`src/rtl/pblaze_io_pkg.sv`:
```
// rtl/pblaze_io_pkg.sv - shared port addresses, limits and helpers for pacoblaze3 I/O peripherals
package pblaze_io_pkg;

    localparam logic [7:0] IRQ_STATUS_PORT = 8'h01;
    localparam logic [7:0] IRQ_ID_PORT     = 8'h02;
    localparam logic [7:0] IRQ_CLEAR_PORT  = 8'h04;
    localparam logic [7:0] IRQ_MASK_PORT   = 8'h08;

    localparam int MAX_IRQ_SRC = 8;

    // Request state doubles as the in_service flag.
    typedef enum logic {
        IRQ_IDLE    = 1'b0,
        IRQ_SERVICE = 1'b1
    } irq_state_t;

    // Returns {valid, id[2:0]}; the lowest set index wins, id is 0 when nothing is set.
    function automatic logic [3:0] irq_prio_enc(input logic [MAX_IRQ_SRC-1:0] active);
        logic [3:0] res;
        res = 4'b0000;
        for (int i = MAX_IRQ_SRC - 1; i >= 0; i--) begin
            if (active[i]) begin
                res = {1'b1, 3'(i)};
            end
        end
        return res;
    endfunction

endpackage

```
`src/rtl/pblaze_irq_ctrl_if.sv`:
```
// rtl/pblaze_irq_ctrl_if.sv - pacoblaze3 port bus and interrupt handshake
interface pblaze_irq_ctrl_if;

    logic [7:0] port_id;
    logic [7:0] out_port;
    logic       write_strobe;
    logic       read_strobe;
    logic       interrupt_ack;
    logic       interrupt;
    logic [7:0] rd_data;

    modport master (
        output port_id, out_port, write_strobe, read_strobe, interrupt_ack,
        input  interrupt, rd_data
    );

    modport slave (
        input  port_id, out_port, write_strobe, read_strobe, interrupt_ack,
        output interrupt, rd_data
    );

endinterface

```
`src/rtl/pblaze_tick_gen.sv`:
```
// rtl/pblaze_tick_gen.sv - free-running modulo-PERIOD counter with a 1-cycle wrap pulse
module pblaze_tick_gen #(
    parameter int PERIOD = 25000000
) (
    input  logic clk,
    input  logic reset,
    output logic tick
);

    localparam int W = (PERIOD > 1) ? $clog2(PERIOD) : 1;
    localparam logic [W-1:0] LAST = W'(PERIOD - 1);

    logic [W-1:0] cnt;

    always_ff @(posedge clk) begin
        if (reset) begin
            cnt <= '0;
        end else if (cnt == LAST) begin
            cnt <= '0;
        end else begin
            cnt <= cnt + 1'b1;
        end
    end

    assign tick = (cnt == LAST);

endmodule

```
`src/rtl/pblaze_irq_ctrl.sv`:
```
// rtl/pblaze_irq_ctrl.sv - edge-triggered interrupt controller for pacoblaze3 (optional IRQ_TIMER_EN timer on source 0)
module pblaze_irq_ctrl
    import pblaze_io_pkg::*;
#(
    parameter int         NUM_SRC     = 4,
    parameter logic [7:0] STATUS_PORT = IRQ_STATUS_PORT,
    parameter logic [7:0] ID_PORT     = IRQ_ID_PORT,
    parameter logic [7:0] MASK_PORT   = IRQ_MASK_PORT,
    parameter logic [7:0] CLEAR_PORT  = IRQ_CLEAR_PORT,
    parameter int         TICK_PERIOD = 25000000
) (
    input  logic               clk,
    input  logic               reset,
    input  logic [NUM_SRC-1:0] src,
    pblaze_irq_ctrl_if.slave   bus
);

    logic [NUM_SRC-1:0] src_d;
    logic [NUM_SRC-1:0] pending;
    logic [NUM_SRC-1:0] mask;
    logic [NUM_SRC-1:0] rise;
    logic [NUM_SRC-1:0] clr_bits;
    logic [7:0]         active;
    logic [3:0]         prio;
    irq_state_t         state;
    logic               irq_q;
    logic [7:0]         rd_q;
    logic               wr_mask;
    logic               wr_clear;

    assign wr_mask  = bus.write_strobe && (bus.port_id == MASK_PORT);
    assign wr_clear = bus.write_strobe && (bus.port_id == CLEAR_PORT);

`ifdef IRQ_TIMER_EN
    logic tick;

    pblaze_tick_gen #(.PERIOD(TICK_PERIOD)) u_tick (
        .clk   (clk),
        .reset (reset),
        .tick  (tick)
    );

    always_comb begin
        rise    = src & ~src_d;
        rise[0] = tick;
    end
`else
    assign rise = src & ~src_d;
`endif

    always_comb begin
        active              = 8'h00;
        active[NUM_SRC-1:0] = pending & mask;
        prio                = irq_prio_enc(active);
        clr_bits            = wr_clear ? bus.out_port[NUM_SRC-1:0] : '0;
    end

    always_ff @(posedge clk) begin
        if (reset) begin
            src_d   <= '0;
            pending <= '0;
            mask    <= '0;
            state   <= IRQ_IDLE;
            irq_q   <= 1'b0;
            rd_q    <= 8'h00;
        end else begin
            src_d   <= src;
            // Clear first, then OR in new edges so a same-cycle event survives.
            pending <= (pending & ~clr_bits) | rise;
            if (wr_mask) begin
                mask <= bus.out_port[NUM_SRC-1:0];
            end

            case (state)
                IRQ_IDLE: begin
                    if (bus.interrupt_ack) begin
                        irq_q <= 1'b0;
                        state <= IRQ_SERVICE;
                    end else if (|active) begin
                        irq_q <= 1'b1;
                    end
                end
                IRQ_SERVICE: begin
                    irq_q <= 1'b0;
                    if (wr_clear) begin
                        state <= IRQ_IDLE;
                    end
                end
                default: begin
                    irq_q <= 1'b0;
                    state <= IRQ_IDLE;
                end
            endcase

            if (bus.port_id == STATUS_PORT) begin
                rd_q <= active;
            end else if (bus.port_id == ID_PORT) begin
                rd_q <= {prio[3], 4'b0000, prio[2:0]};
            end else begin
                rd_q <= 8'h00;
            end
        end
    end

    assign bus.interrupt = irq_q;
    assign bus.rd_data   = rd_q;

    // Reads have no side effects and upper write-data bits are don't-care.
    wire unused_bus = &{1'b0, bus.read_strobe, bus.out_port};

endmodule

```
`src/flat_wrapper.sv`:
```
// flat-port wrapper written by rule: the top's interface ports become plain ports
module pblaze_irq_ctrl_flat import pblaze_io_pkg::*;
#(
    parameter int         NUM_SRC     = 4,
    parameter logic [7:0] STATUS_PORT = IRQ_STATUS_PORT,
    parameter logic [7:0] ID_PORT     = IRQ_ID_PORT,
    parameter logic [7:0] MASK_PORT   = IRQ_MASK_PORT,
    parameter logic [7:0] CLEAR_PORT  = IRQ_CLEAR_PORT,
    parameter int         TICK_PERIOD = 25000000
)
  (clk, reset, src, bus_port_id, bus_out_port, bus_write_strobe, bus_read_strobe, bus_interrupt_ack, bus_interrupt, bus_rd_data);
  pblaze_irq_ctrl_if bus_i ();
  input  logic clk;
  input  logic reset;
  input  logic [NUM_SRC-1:0] src;
  input wire logic [$bits(bus_i.port_id)-1:0] bus_port_id;
  input wire logic [$bits(bus_i.out_port)-1:0] bus_out_port;
  input wire logic [$bits(bus_i.write_strobe)-1:0] bus_write_strobe;
  input wire logic [$bits(bus_i.read_strobe)-1:0] bus_read_strobe;
  input wire logic [$bits(bus_i.interrupt_ack)-1:0] bus_interrupt_ack;
  output wire logic [$bits(bus_i.interrupt)-1:0] bus_interrupt;
  output wire logic [$bits(bus_i.rd_data)-1:0] bus_rd_data;
  assign bus_i.port_id = bus_port_id;
  assign bus_i.out_port = bus_out_port;
  assign bus_i.write_strobe = bus_write_strobe;
  assign bus_i.read_strobe = bus_read_strobe;
  assign bus_i.interrupt_ack = bus_interrupt_ack;
  assign bus_interrupt = bus_i.interrupt;
  assign bus_rd_data = bus_i.rd_data;
  pblaze_irq_ctrl #(.NUM_SRC(NUM_SRC), .STATUS_PORT(STATUS_PORT), .ID_PORT(ID_PORT), .MASK_PORT(MASK_PORT), .CLEAR_PORT(CLEAR_PORT), .TICK_PERIOD(TICK_PERIOD)) u_core (.clk(clk), .reset(reset), .src(src), .bus(bus_i));
endmodule
```
`config.mk`:
```
export PLATFORM = sky130hd
export DESIGN_NAME = pblaze_irq_ctrl_flat
export DESIGN_NICKNAME = d
export VERILOG_FILES = /design/src/rtl/pblaze_io_pkg.sv /design/src/rtl/pblaze_irq_ctrl_if.sv /design/src/rtl/pblaze_tick_gen.sv /design/src/rtl/pblaze_irq_ctrl.sv /design/src/flat_wrapper.sv
export SDC_FILE = /design/constraint.sdc
export NUM_CORES = 1
export LEC_CHECK = 0
export BUFFER_PORTS_ARGS = -buffer_cell sky130_fd_sc_hd__clkbuf_2
export CAP_MARGIN = 10
export CORE_MARGIN = 10
export CORE_UTILIZATION = 44
export DETAILED_ROUTE_END_ITERATION = 6
export MAX_ROUTING_LAYER = met4
export PLACE_DENSITY = 0.76
export RECOVER_POWER = 25
export SLEW_MARGIN = 20
export SYNTH_ARGS = -nofsm -noshare
export SYNTH_HDL_FRONTEND = slang
export SYNTH_SLANG_ARGS = --single-unit
```
`constraint.sdc`:
```
create_clock -name clk -period 1.4 [get_ports clk]
set_clock_uncertainty 0.15 [all_clocks]
set_input_delay 0.14 -clock clk [delete_from_list [all_inputs] [get_ports clk]]
set_output_delay 0.14 -clock clk [all_outputs]
set_load 0.1 [all_outputs]
```
=== Yosys cells after proc, flatten, opt, wreduce, memory -nomap -nowiden ===
Index checks and enable logic that the tools add are counted.
W data, S select, Z words.

* Register bits: 22
* Bits of input ports: 25
* Output and inout bits: 9
* Logic and storage cells: 39

* Muxes and demuxes: 13
* Eq/ne operators: 5
* Reduce and logical (&&, ||, !) cells: 5
* Bitwise gates (word level): 8

{| class="wikitable"
|+ Operators with widths
! kind !! count
|-
| $mux W4 || 6
|-
| $and A4 B4 Y4 || 3
|-
| $eq A8 B1 Y1 const B || 1
|-
| $eq A8 B2 Y1 const B || 1
|-
| $eq A8 B3 Y1 const B || 1
|-
| $eq A8 B4 Y1 const B || 1
|-
| $not A4 Y4 || 2
|-
| $mux W1 || 4
|-
| $or A4 B4 Y4 || 1
|-
| $pmux W1 S2 || 2
|-
| $reduce_or A4 Y1 || 1
|-
| $mux W3 || 1
|-
| $ne A3 B2 Y1 const B || 1
|-
| $reduce_or A3 Y1 || 1
|-
| $logic_and A1 B1 Y1 || 2
|-
| $not A1 Y1 || 2
|-
| $reduce_or A2 Y1 || 1
|}

=== Depth between registers and ports, before layout ===
* Depth in word-level cells: 7
* Depth in mapped cells: 4
* Mapped depth without buffers: 4

=== Least setup slack after synthesis ===
No wires, ideal clock.

* Kind: register to register
* Start: reg u_core.bus.interrupt (netlist name)
* End: reg u_core.irq_q, in the netlist u_core.bus.interrupt
* Buffers on the path: 0
* Setup slack: -0.026 ns
* Library setup time: 0.092 ns
* Data arrival time: 1.184 ns
* Period minus slack after synthesis: 1.426 ns
* Stages on the path, launching flop included: 3
* Data required time: 1.158 ns
* Cell sequence: dfxtp_1 > nor2_1 > nor4_1

{| class="wikitable"
|+ RTL lines
! what !! RTL line !! source
|-
| end signal, assigned || pblaze_irq_ctrl.sv:64 || <nowiki>irq_q <= 1'b0;</nowiki>
|-
| end signal, assigned || pblaze_irq_ctrl.sv:77 || <nowiki>irq_q <= 1'b0;</nowiki>
|-
| end signal, assigned || pblaze_irq_ctrl.sv:80 || <nowiki>irq_q <= 1'b1;</nowiki>
|-
| end, declared || pblaze_irq_ctrl.sv:26 || <nowiki>logic irq_q;</nowiki>
|}

=== Worst setup path after layout ===
* Start: reg u_core.irq_q, in the netlist u_core.bus.interrupt
* End: out bus_interrupt

{| class="wikitable"
|+ RTL lines
! what !! RTL line !! source
|-
| end, declared || flat_wrapper.sv:21 || <nowiki>output wire logic [$bits(bus_i.interrupt)-1:0] bus_interrupt;</nowiki>
|}

No word-level cell between the ends.

==> results.ini <==
[route]
drt_iter0_markers = 8
drt-vias-per-instance = 4.81
wl_per_cell_microns = 12.1
vias = 673
wl_microns = 1700
ant_nets = 0
drc = 0
dr.pass1.iters = 5

[placed_design]
dpl.hpwl_microns = 1340
routabilityCongestion = 0.767
placed_cell_area_sq_um = 937
portBuffers = 25
place_ws_ns = 0.0516

[global_route]
grt_max_degree = 15
grt_pass1_wl_microns = 2820
grt-busiest-layer = met2
grt_remaining_overflow = 0
grtUsageMet3_pct = 4.47
met2_usage_pct = 16.7
gr-usage-met1_pct = 9.87
grt_pass1_vias = 663
antenna_found_initial = 0
grt_util_all_layers_pct = 10.3

[worst_hold_path]
hold_depth = 3
hold_start = bus_port_id[0]
hp-class = input port to flop
min_to = u_core.bus.rd_data[7]$_SDFF_PP0_

[sta]
hold_violations = 0
fin_crit_sh_pct = 86.7
tns_ns = 0
drv_slew = 0
rsz0062_at_grt = false
fin_crit_ns = 1.21
clock.fmax_mhz = 824
setup_slack_ns = 0.186
finalSetupViolations = 0

[synthesis]
ys_seq_area_share_pct = 49.0
synth.distinct_cells = 21
ys_warn_count = 0
synthCells = 77
synth_area_leaders = dfxtp_1 (49%), nor2b_1 (6.5%), mux2i_1 (5.2%)
synthTopCellsByCount = dfxtp_1 (19), nor2_1 (10), nor2b_1 (8)
synth_flop_cell = dfxtp_1
ys_async_sr_fraction_pct = 0
synth.top_cell.area_share_pct = 49.0
yosysTopAreaCell = dfxtp_1
synth_edf_count = 0
synthesis.area_sq_um = 776
yosysMostFrequentCell = dfxtp_1
postSynthAreaPerCell_sq_um = 10.1
synth_seq_cells = 19

[power_and_ir_drop]
ir_drop_mv = 0.603
finalPower_mw = 0.983
power.leakage_nw = 0.475
pwr_density_cell_nw_per_um2 = 927

[cells_and_area]
seq_area_sq_um = 382
diodes = 0
multi_input_area_sq_um = 377
fill_cells = 152
syn2layout_area_growth_pct = 36.6
layout.nets = 141
drive_gt1_share_pct = 27.8
final_area_sq_um = 1060

[cts]
worstSkewPairLatency_ns = 0.30
cts_htree_levels = 1
cts_buffers = 3
clk_path_buf_depth = 2
clock_sinks = 19
cts_tree = done
clkSlewWorstSetupHoldPaths_ns = 0.11
ctsResizeCount = 0
cts-root-buf = clkbuf_4

[setup_path]
worst-r2r-setup-slack_ns = 0.21
critPathArrivalTime_ns = 0.92
path_buf_inv = 1
crit_chain = buf_4
critPathRequiredTime_ns = 1.11
crit_fanout = 2
slowest_stage = dfxtp_2
worstRegToRegCells = 4
worstSetupStartpointType = flop
rr_endpoint = u_core.bus.rd_data[0]$_SDFF_PP0_
critPathMaxStageDelay_ns = 0.34
crit_path_end_kind = output port
crit_family = flip-flops
worstSetupPathType = flop to output port
r2r-start = u_core.pending[2]$_SDFF_PP0_

[floorplan]
die_h_microns = 62.0
die_x_microns = 62.0
core_sq_um = 1710
start_util_pct = 45.4
die_area_sq_um = 3840
num_rows = 15
io_pins = 34

[status]
outcome = finished, final reports clean

[job]
cap_violations = 0

[through the flow]
step                      utilization [%]  std cells  hold WS, ns
after CTS                            62.3        140       0.0264
after global placement               54.9        126        0.169
after global routing                 62.1        140       0.0238
final                                62.1        140       0.0330
after detailed placement             54.9        126        0.172
after floorplan                         -         79       0.0612
[state kept, by name, indices dropped and copies added, names as in the netlist]
register / cells
u_core.src_d: 4
u_core.bus.interrupt: 1
u_core.bus.rd_data: 5
u_core.state: 1
u_core.pending: 4
u_core.mask: 4
[layout by cell type (no fill, tap or decap), drive strengths merged]
cell type     n
conb          3
a32o          1
clkbuf       22
clkinv        1
a31oi         1
nor2b         8
nand2         6
a311oi        4
nor4          2
buf           7
and4b         1
dlygate4sd3  10
mux2i         4
nor2         10
nand2b        6
a211oi        1
nor3          3
nor3b         2
dfxtp        19
a21oi         2
nand4         1
nand4b        1
[kinds of logic after synthesis]
group	share of synthesized area (%)
AOI/OAI and AO/OA	8.87
buffers and inverters	3.39
DFF	49.0
muxes	5.16
other	0.483
and+or+nand+nor	33.1
[report_power, final]
| group | switching (mW) | total (mW) | leakage, nW | internal (mW) |
|---|---|---|---|---|
| Clock | 0.171 | 0.278 | 0.0177 | 0.107 |
| Combinational | 0.0781 | 0.138 | 0.301 | 0.0599 |
| Sequential | 0.00899 | 0.567 | 0.156 | 0.558 |
[worst max path at each step]
stage	from	to	slack, ns	cells past startpoint
after floorplan	u_core.bus.rd_data[0]$_SDFF_PP0_	bus_rd_data[0]	0.20	0
after global placement	bus_port_id[5]	u_core.pending[0]$_SDFF_PP0_	0.08	4
after detailed placement	bus_port_id[5]	u_core.pending[2]$_SDFF_PP0_	0.05	4
after CTS	u_core.bus.interrupt$_SDFFE_PP0P_	bus_interrupt	0.17	1
after global routing	bus_port_id[1]	u_core.bus.rd_data[1]$_SDFF_PP0_	0.12	6
final	u_core.bus.interrupt$_SDFFE_PP0P_	bus_interrupt	0.19	1
[cell type report]
| type | count | share of cell area (%) |
|---|---|---|
| Sequential cell | 19 | 36.0 |
| Multi-Input combinational cell | 56 | 35.5 |
| Timing Repair Buffer | 36 | 22.9 |
| Tap cell | 25 | 2.95 |
| Clock buffer | 3 | 2.13 |
| Clock inverter | 1 | 0.472 |
[tightest hold or removal path, cell delays in order]
cell and delay, ns:
clkbuf_2 0.11, nand2b_1 0.15, nor3b_2 0.05
[layer usage]
metal  vias up  part of all wire, %
met3         5                   12
met4         0                  2.5
met1       304                   41
met5         -                    0
met2        24                   45
li1        340                    -
[what timing repair did]
| item | CTS | global route |
|---|---|---|
| endpoints found under the setup margin | 0 | 0 |
| hold buffers | 10 | 0 |
| endpoints found under the hold margin | 15 | 0 |
| buffers inserted | 0 | 0 |
(Power assumes the default switching activity.)
